--- src/rtl/id_ex_pipe_reg.sv ---
// ID/EX pipeline register with load-use hazard detection and bubble/flush counters.
// Latency: one cycle from a capture edge to valid ex_* outputs; load_use_stall is combinational.
// Backpressure: ex_flush squashes the entry, ex_hold freezes it; load_use_stall inserts one bubble.
module id_ex_pipe_reg #(
  parameter int XLEN  = 64,
  parameter int REGW  = 5,
  parameter int CNT_W = 16
) (
  input  logic             clk,
  input  logic             rst_n,
  // ID-stage instruction and decoder control bundle
  input  logic             id_valid,
  input  logic             id_branch,
  input  logic             id_RegWrite,
  input  logic             id_MemtoReg,
  input  logic             id_MemRead,
  input  logic             id_MemWrite,
  input  logic             id_alu_src,
  input  logic [1:0]       id_alu_op,
  input  logic [XLEN-1:0]  id_pc,
  input  logic [XLEN-1:0]  id_rs1_data,
  input  logic [XLEN-1:0]  id_rs2_data,
  input  logic [XLEN-1:0]  id_imm,
  input  logic [REGW-1:0]  id_rs1,
  input  logic [REGW-1:0]  id_rs2,
  input  logic [REGW-1:0]  id_rd,
  input  logic [3:0]       id_funct,
  // Downstream pipeline control
  input  logic             ex_hold,
  input  logic             ex_flush,
  // Registered EX-stage bundle
  output logic             ex_valid,
  output logic             ex_branch,
  output logic             ex_RegWrite,
  output logic             ex_MemtoReg,
  output logic             ex_MemRead,
  output logic             ex_MemWrite,
  output logic             ex_alu_src,
  output logic [1:0]       ex_alu_op,
  output logic [XLEN-1:0]  ex_pc,
  output logic [XLEN-1:0]  ex_rs1_data,
  output logic [XLEN-1:0]  ex_rs2_data,
  output logic [XLEN-1:0]  ex_imm,
  output logic [REGW-1:0]  ex_rs1,
  output logic [REGW-1:0]  ex_rs2,
  output logic [REGW-1:0]  ex_rd,
  output logic [3:0]       ex_funct,
  // Hazard and performance outputs
  output logic             load_use_stall,
  output logic [CNT_W-1:0] bubble_cnt,
  output logic [CNT_W-1:0] flush_cnt
);

  // One pipeline entry; all fields move together on flush/hold/capture.
  typedef struct packed {
    logic            valid;
    logic            branch;
    logic            reg_write;
    logic            memto_reg;
    logic            mem_read;
    logic            mem_write;
    logic            alu_src;
    logic [1:0]      alu_op;
    logic [XLEN-1:0] pc;
    logic [XLEN-1:0] rs1_data;
    logic [XLEN-1:0] rs2_data;
    logic [XLEN-1:0] imm;
    logic [REGW-1:0] rs1;
    logic [REGW-1:0] rs2;
    logic [REGW-1:0] rd;
    logic [3:0]      funct;
  } entry_t;

  localparam logic [CNT_W-1:0] CNT_ONE = {{(CNT_W-1){1'b0}}, 1'b1};
  localparam logic [CNT_W-1:0] CNT_MAX = {CNT_W{1'b1}};

  entry_t           ent_q, ent_d;
  logic [CNT_W-1:0] bubble_cnt_q, bubble_cnt_d;
  logic [CNT_W-1:0] flush_cnt_q, flush_cnt_d;
  logic             capture_vld;

  // Load in EX whose destination feeds the ID instruction; x0 never creates a hazard.
  // rs2 is compared even for I-type, which can only cost a spurious stall, never a wrong result.
  assign load_use_stall = ent_q.valid & ent_q.mem_read & (ent_q.rd != '0) & id_valid &
                          ((ent_q.rd == id_rs1) | (ent_q.rd == id_rs2));

  // A stalled ID instruction enters EX as a bubble; it stays in IF/ID and captures next cycle.
  assign capture_vld = id_valid & ~load_use_stall;

  // Next-state selection: flush beats hold, hold beats capture.
  always_comb begin
    ent_d        = ent_q;
    bubble_cnt_d = bubble_cnt_q;
    flush_cnt_d  = flush_cnt_q;
    if (ex_flush) begin
      ent_d = '0;
      if (flush_cnt_q != CNT_MAX) flush_cnt_d = flush_cnt_q + CNT_ONE;
    end else if (!ex_hold) begin
      ent_d.valid     = capture_vld;
      ent_d.branch    = id_branch   & capture_vld;
      ent_d.reg_write = id_RegWrite & capture_vld;
      // MemtoReg is a don't-care from the decoder unless RegWrite is set; force it clean.
      ent_d.memto_reg = id_MemtoReg & id_RegWrite & capture_vld;
      ent_d.mem_read  = id_MemRead  & capture_vld;
      ent_d.mem_write = id_MemWrite & capture_vld;
      ent_d.alu_src   = id_alu_src  & capture_vld;
      ent_d.alu_op    = id_alu_op   & {2{capture_vld}};
      ent_d.pc        = id_pc;
      ent_d.rs1_data  = id_rs1_data;
      ent_d.rs2_data  = id_rs2_data;
      ent_d.imm       = id_imm;
      ent_d.rs1       = id_rs1;
      ent_d.rs2       = id_rs2;
      ent_d.rd        = id_rd;
      ent_d.funct     = id_funct;
      if (!capture_vld && (bubble_cnt_q != CNT_MAX)) bubble_cnt_d = bubble_cnt_q + CNT_ONE;
    end
  end

  // Entry and counter state; reset discards the entry immediately.
  always_ff @(posedge clk or negedge rst_n) begin
    if (!rst_n) begin
      ent_q        <= '0;
      bubble_cnt_q <= '0;
      flush_cnt_q  <= '0;
    end else begin
      ent_q        <= ent_d;
      bubble_cnt_q <= bubble_cnt_d;
      flush_cnt_q  <= flush_cnt_d;
    end
  end

  assign ex_valid    = ent_q.valid;
  assign ex_branch   = ent_q.branch;
  assign ex_RegWrite = ent_q.reg_write;
  assign ex_MemtoReg = ent_q.memto_reg;
  assign ex_MemRead  = ent_q.mem_read;
  assign ex_MemWrite = ent_q.mem_write;
  assign ex_alu_src  = ent_q.alu_src;
  assign ex_alu_op   = ent_q.alu_op;
  assign ex_pc       = ent_q.pc;
  assign ex_rs1_data = ent_q.rs1_data;
  assign ex_rs2_data = ent_q.rs2_data;
  assign ex_imm      = ent_q.imm;
  assign ex_rs1      = ent_q.rs1;
  assign ex_rs2      = ent_q.rs2;
  assign ex_rd       = ent_q.rd;
  assign ex_funct    = ent_q.funct;
  assign bubble_cnt  = bubble_cnt_q;
  assign flush_cnt   = flush_cnt_q;

endmodule
--- config.mk ---
export PLATFORM = sky130hd
export DESIGN_NAME = id_ex_pipe_reg
export DESIGN_NICKNAME = d
export VERILOG_FILES = /design/src/rtl/id_ex_pipe_reg.sv
export SDC_FILE = /design/constraint.sdc
export NUM_CORES = 1
export LEC_CHECK = 0
export ABC_AREA = 1
export CORE_AREA = 4 4 231 233
export CTS_CLUSTER_DIAMETER = 50
export DETAILED_ROUTE_END_ITERATION = 6
export DIE_AREA = 0 0 235 237
export SLEW_MARGIN = 40
export SYNTH_ARGS = -nofsm -noshare
export SYNTH_HDL_FRONTEND = slang
export SYNTH_SLANG_ARGS = --single-unit
--- constraint.sdc ---
create_clock -name clk -period 2.1 [get_ports clk]
set_clock_uncertainty 0.2 [all_clocks]
set_input_delay 0.315 -clock clk [delete_from_list [all_inputs] [get_ports clk]]
set_output_delay 0.315 -clock clk [all_outputs]
set_load 0.02 [all_outputs]
==> qor.yml <==
drt:
  wl_per_cell_um: 19.2
  finalWirelength_um: 44200
  viasPerCell: 4.45
  drc_errors: 0
  first_pass_iters: 5
  drtIter0Drc: 499
  vias: 10283
  ant_nets: 0
yosys:
  synth_edf_count: 0
  synth_seq_cells: 316
  synth.largest_area_cell: "dfrtp_1"
  synthFlopType: "dfrtp_1"
  synth_area_um2: 11900
  ys_seq_area_share_pct: 66.3
  synthCells: 941
  synthTopCellsByArea: "dfrtp_1 (66%), a22o_1 (19%), nand2_1 (3.9%), buf_2 (2.0%), inv_1 (1.3%)"
  synth_area_per_cell_um2: 12.7
  synth_cell_types: 27
  synth_nets: 1231
  yosysWarnings: 0
  yosys.cell_count.top_type: "dfrtp_1"
  synth_top_area_share_pct: 66.3
  async_flop_share_pct: 100
  yosys-top-cells-count: "dfrtp_1 (316), a22o_1 (263), nand2_1 (123), buf_2 (48), inv_1 (42)"
clocking:
  postCtsSetupRepairBufs: 0
  max-clock-path-buffers: 3
  clk_latency_ns: 0.54
  cts_buffers: 41
  cts_sinks: 316
  cts.clk_slew.worst_paths_ns: 0.06
  cts_htree_levels: 2
  clockRootBuffer: "clkbuf_16"
  cts_tree: "done"
floorplanning:
  die_h_um: 237
  core_um2: 51200
  ios: 605
  start_util_pct: 23.3
  die_x_um: 235
  placementRows: 83
  die_area_um2: 55700
sta:
  rsz0062_at_grt: "yes"
  min_period_ns: 2.17
  drv_slew: 0
  max_freq_ghz: 0.461
  relSlewSlack_pct: 62.9
  hold_violations: 0
  fin_crit_sh_pct: 103
  worst_pin_slew_ns: 0.556
  finalSetupViolCount: 1
  whs_ns: 0.0955
  fin_tns_setup_ns: -0.0706
  worst_slack_ns: -0.0706
worst_setup_path:
  worstPathArrival_ns: 1.66
  path_class: "reg -> out"
  crit_slowest_cell: "dfrtp_2"
  critPathLaunchType: "flip-flop"
  critPathMaxStageDelay_ns: 0.45
  worstSetupEndpointType: "output port"
  cp_cell_sequence: "inv_2 -> buf_4 -> nand4_1 -> nand4_1 -> inv_1 -> nand2_2 -> inv_2 -> buf_6"
  r2r_setup_slack_ns: 0.17
  worstPathRequired_ns: 1.58
  crit_fanout: 4
finish:
  instances_no_fill: 2309
  fillers: 4894
  finalInstanceArea_um2: 20700
  drive_above_1_share_pct: 10.5
  nets: 1890
  num_antenna_cells: 0
  area_delta_synth_final_pct: 73.8
  post-route-util_pct: 40.5
placed_design:
  dp_cells: 2236
  postPlaceCellArea_um2: 19300
  pre_cts_slack_ns: -0.413
  hpwlAfterDp_um: 33500
  place_congestion: 0.889
  port_buffers: 604
power:
  pwr-share-comb_pct: 17.3
  leakage_nw: 10.2
  internal_power_mw: 12.2
  p_per_area_nw_per_um2: 800
  power_frac_seq_pct: 40.9
  vdd_drop_max_mv: 0.449
  netSwitchingPower_mw: 4.40
  p_total_mw: 16.6
  clkPwrFrac_pct: 41.8
  p_sw_share_pct: 26.5
global_route:
  grt_pass1_vias: 11134
  grt_pass1_wl_um: 68200
  grt_antenna_before_repair: 3
  grt_util_met3_pct: 5.10
  busiest_layer: "met2"
  grt_util_met2_pct: 26.0
  grt_max_degree: 102
  grt_usage_pct: 15.3
  use_met1_pct: 18.7
  grt_overflow: 0
worst_hold_path:
  worstHoldPathType: "in -> async"
run_status:
  violations: "negative setup slack"
  outcome: "complete, but fails checks"
run:
  cap_violations: 0
-- cells by family after synthesis --
kind of cell | synth area share [%]
DFF | 66.3
and+or+nand+nor | 7.92
adders and majority gates | 0.210
buffers and inverters | 4.22
AOI/OAI and AO/OA | 20.0
xor gates and xnor gates | 1.39
-- flip-flops by register name (all words and copies together), names as in the netlist --
signal / flops
ex_MemWrite: 1
ex_funct: 4
ex_alu_src: 1
ex_RegWrite: 1
bubble_cnt: 16
ex_imm: 64
ex_rs2: 5
ex_rd: 5
ex_rs1_data: 64
ex_branch: 1
ex_rs2_data: 64
ex_pc: 64
flush_cnt: 16
ex_MemtoReg: 1
ex_valid: 1
ex_rs1: 5
ex_MemRead: 1
ex_alu_op: 2
-- power by group through the flow --
| stage | registers [mW] | clock network (mW) | logic [mW] |
|---|---|---|---|
| 4_1_cts | 6.80 | 7.15 | 2.92 |
| 5_1_grt | 6.84 | 7.41 | 3.05 |
| 3_3_place_gp | 6.89 | 0 | 2.99 |
| 2_1_floorplan | 7.34 | 0 | 0.617 |
| 6_report | 6.79 | 6.93 | 2.87 |
| 3_5_place_dp | 6.89 | 0 | 3.01 |
-- layout by cell type, fill, tap and decap left out, types with 4 or more instances in the layout --
| cell | n |
|---|---|
| nor3_1 | 7 |
| inv_6 | 5 |
| clkbuf_16 | 41 |
| xor2_1 | 12 |
| inv_1 | 41 |
| nand4_1 | 22 |
| clkbuf_8 | 7 |
| clkinv_2 | 4 |
| dlygate4sd2_1 | 83 |
| dlymetal6s2s_1 | 50 |
| dfrtp_1 | 313 |
| a22o_1 | 263 |
| clkdlybuf4s50_1 | 469 |
| nand2_2 | 4 |
| clkinvlp_4 | 4 |
| nor2_1 | 24 |
| o21ai_0 | 12 |
| clkbuf_1 | 5 |
| buf_4 | 59 |
| nand3_1 | 20 |
| xnor2_1 | 7 |
| buf_12 | 17 |
| nand2_1 | 121 |
| inv_2 | 6 |
-- path summary, 6_finish.rpt --
| path | cells after the start | start | to |
|---|---|---|---|
| worst max-delay path | 8 | ex_rd[4] | load_use_stall |
| worst min-delay path | 2 | rst_n | bubble_cnt[5] |
| worst max register to register | 14 | ex_rd[2] | bubble_cnt[9] |
| worst min register to register | 2 | ex_RegWrite | ex_RegWrite |
| max in group asynchronous | 4 | rst_n | ex_rs1_data[14] |
| min in group clk | 3 | id_alu_op[1] | ex_alu_op[1] |
-- final cells by class --
class	instances	area, um^2	share of cell area (%)
well taps	680	851	4.10
flip-flops and latches	316	7910	38.1
multi-input cells	511	3560	17.2
clock inverters	19	218	1.05
inverters	48	180	0.869
clock buffers	53	1140	5.50
repair buffers	682	6880	33.2
-- critical path: cells and delay by family, from the launching register on --
family | cells | cell delay [ns]
flops | 1 | 0.45
buf+inv | 5 | 0.37
simple gates | 3 | 0.30
-- what timing repair did --
action,CTS,global route
endpoints found under the hold margin,172,0
endpoints found under the setup margin,84,71
hold buffers,1,0
pin swaps,0,4
gates resized for setup,91,59
-- routing by layer --
metal | share of wire [%] | vias to the layer above
li1 | - | 4718
met5 | 0.029 | -
met1 | 40 | 5012
met3 | 8.3 | 72
met4 | 2.4 | 2
met2 | 49 | 479
Note: power is estimated with default switching activity, not from simulation.
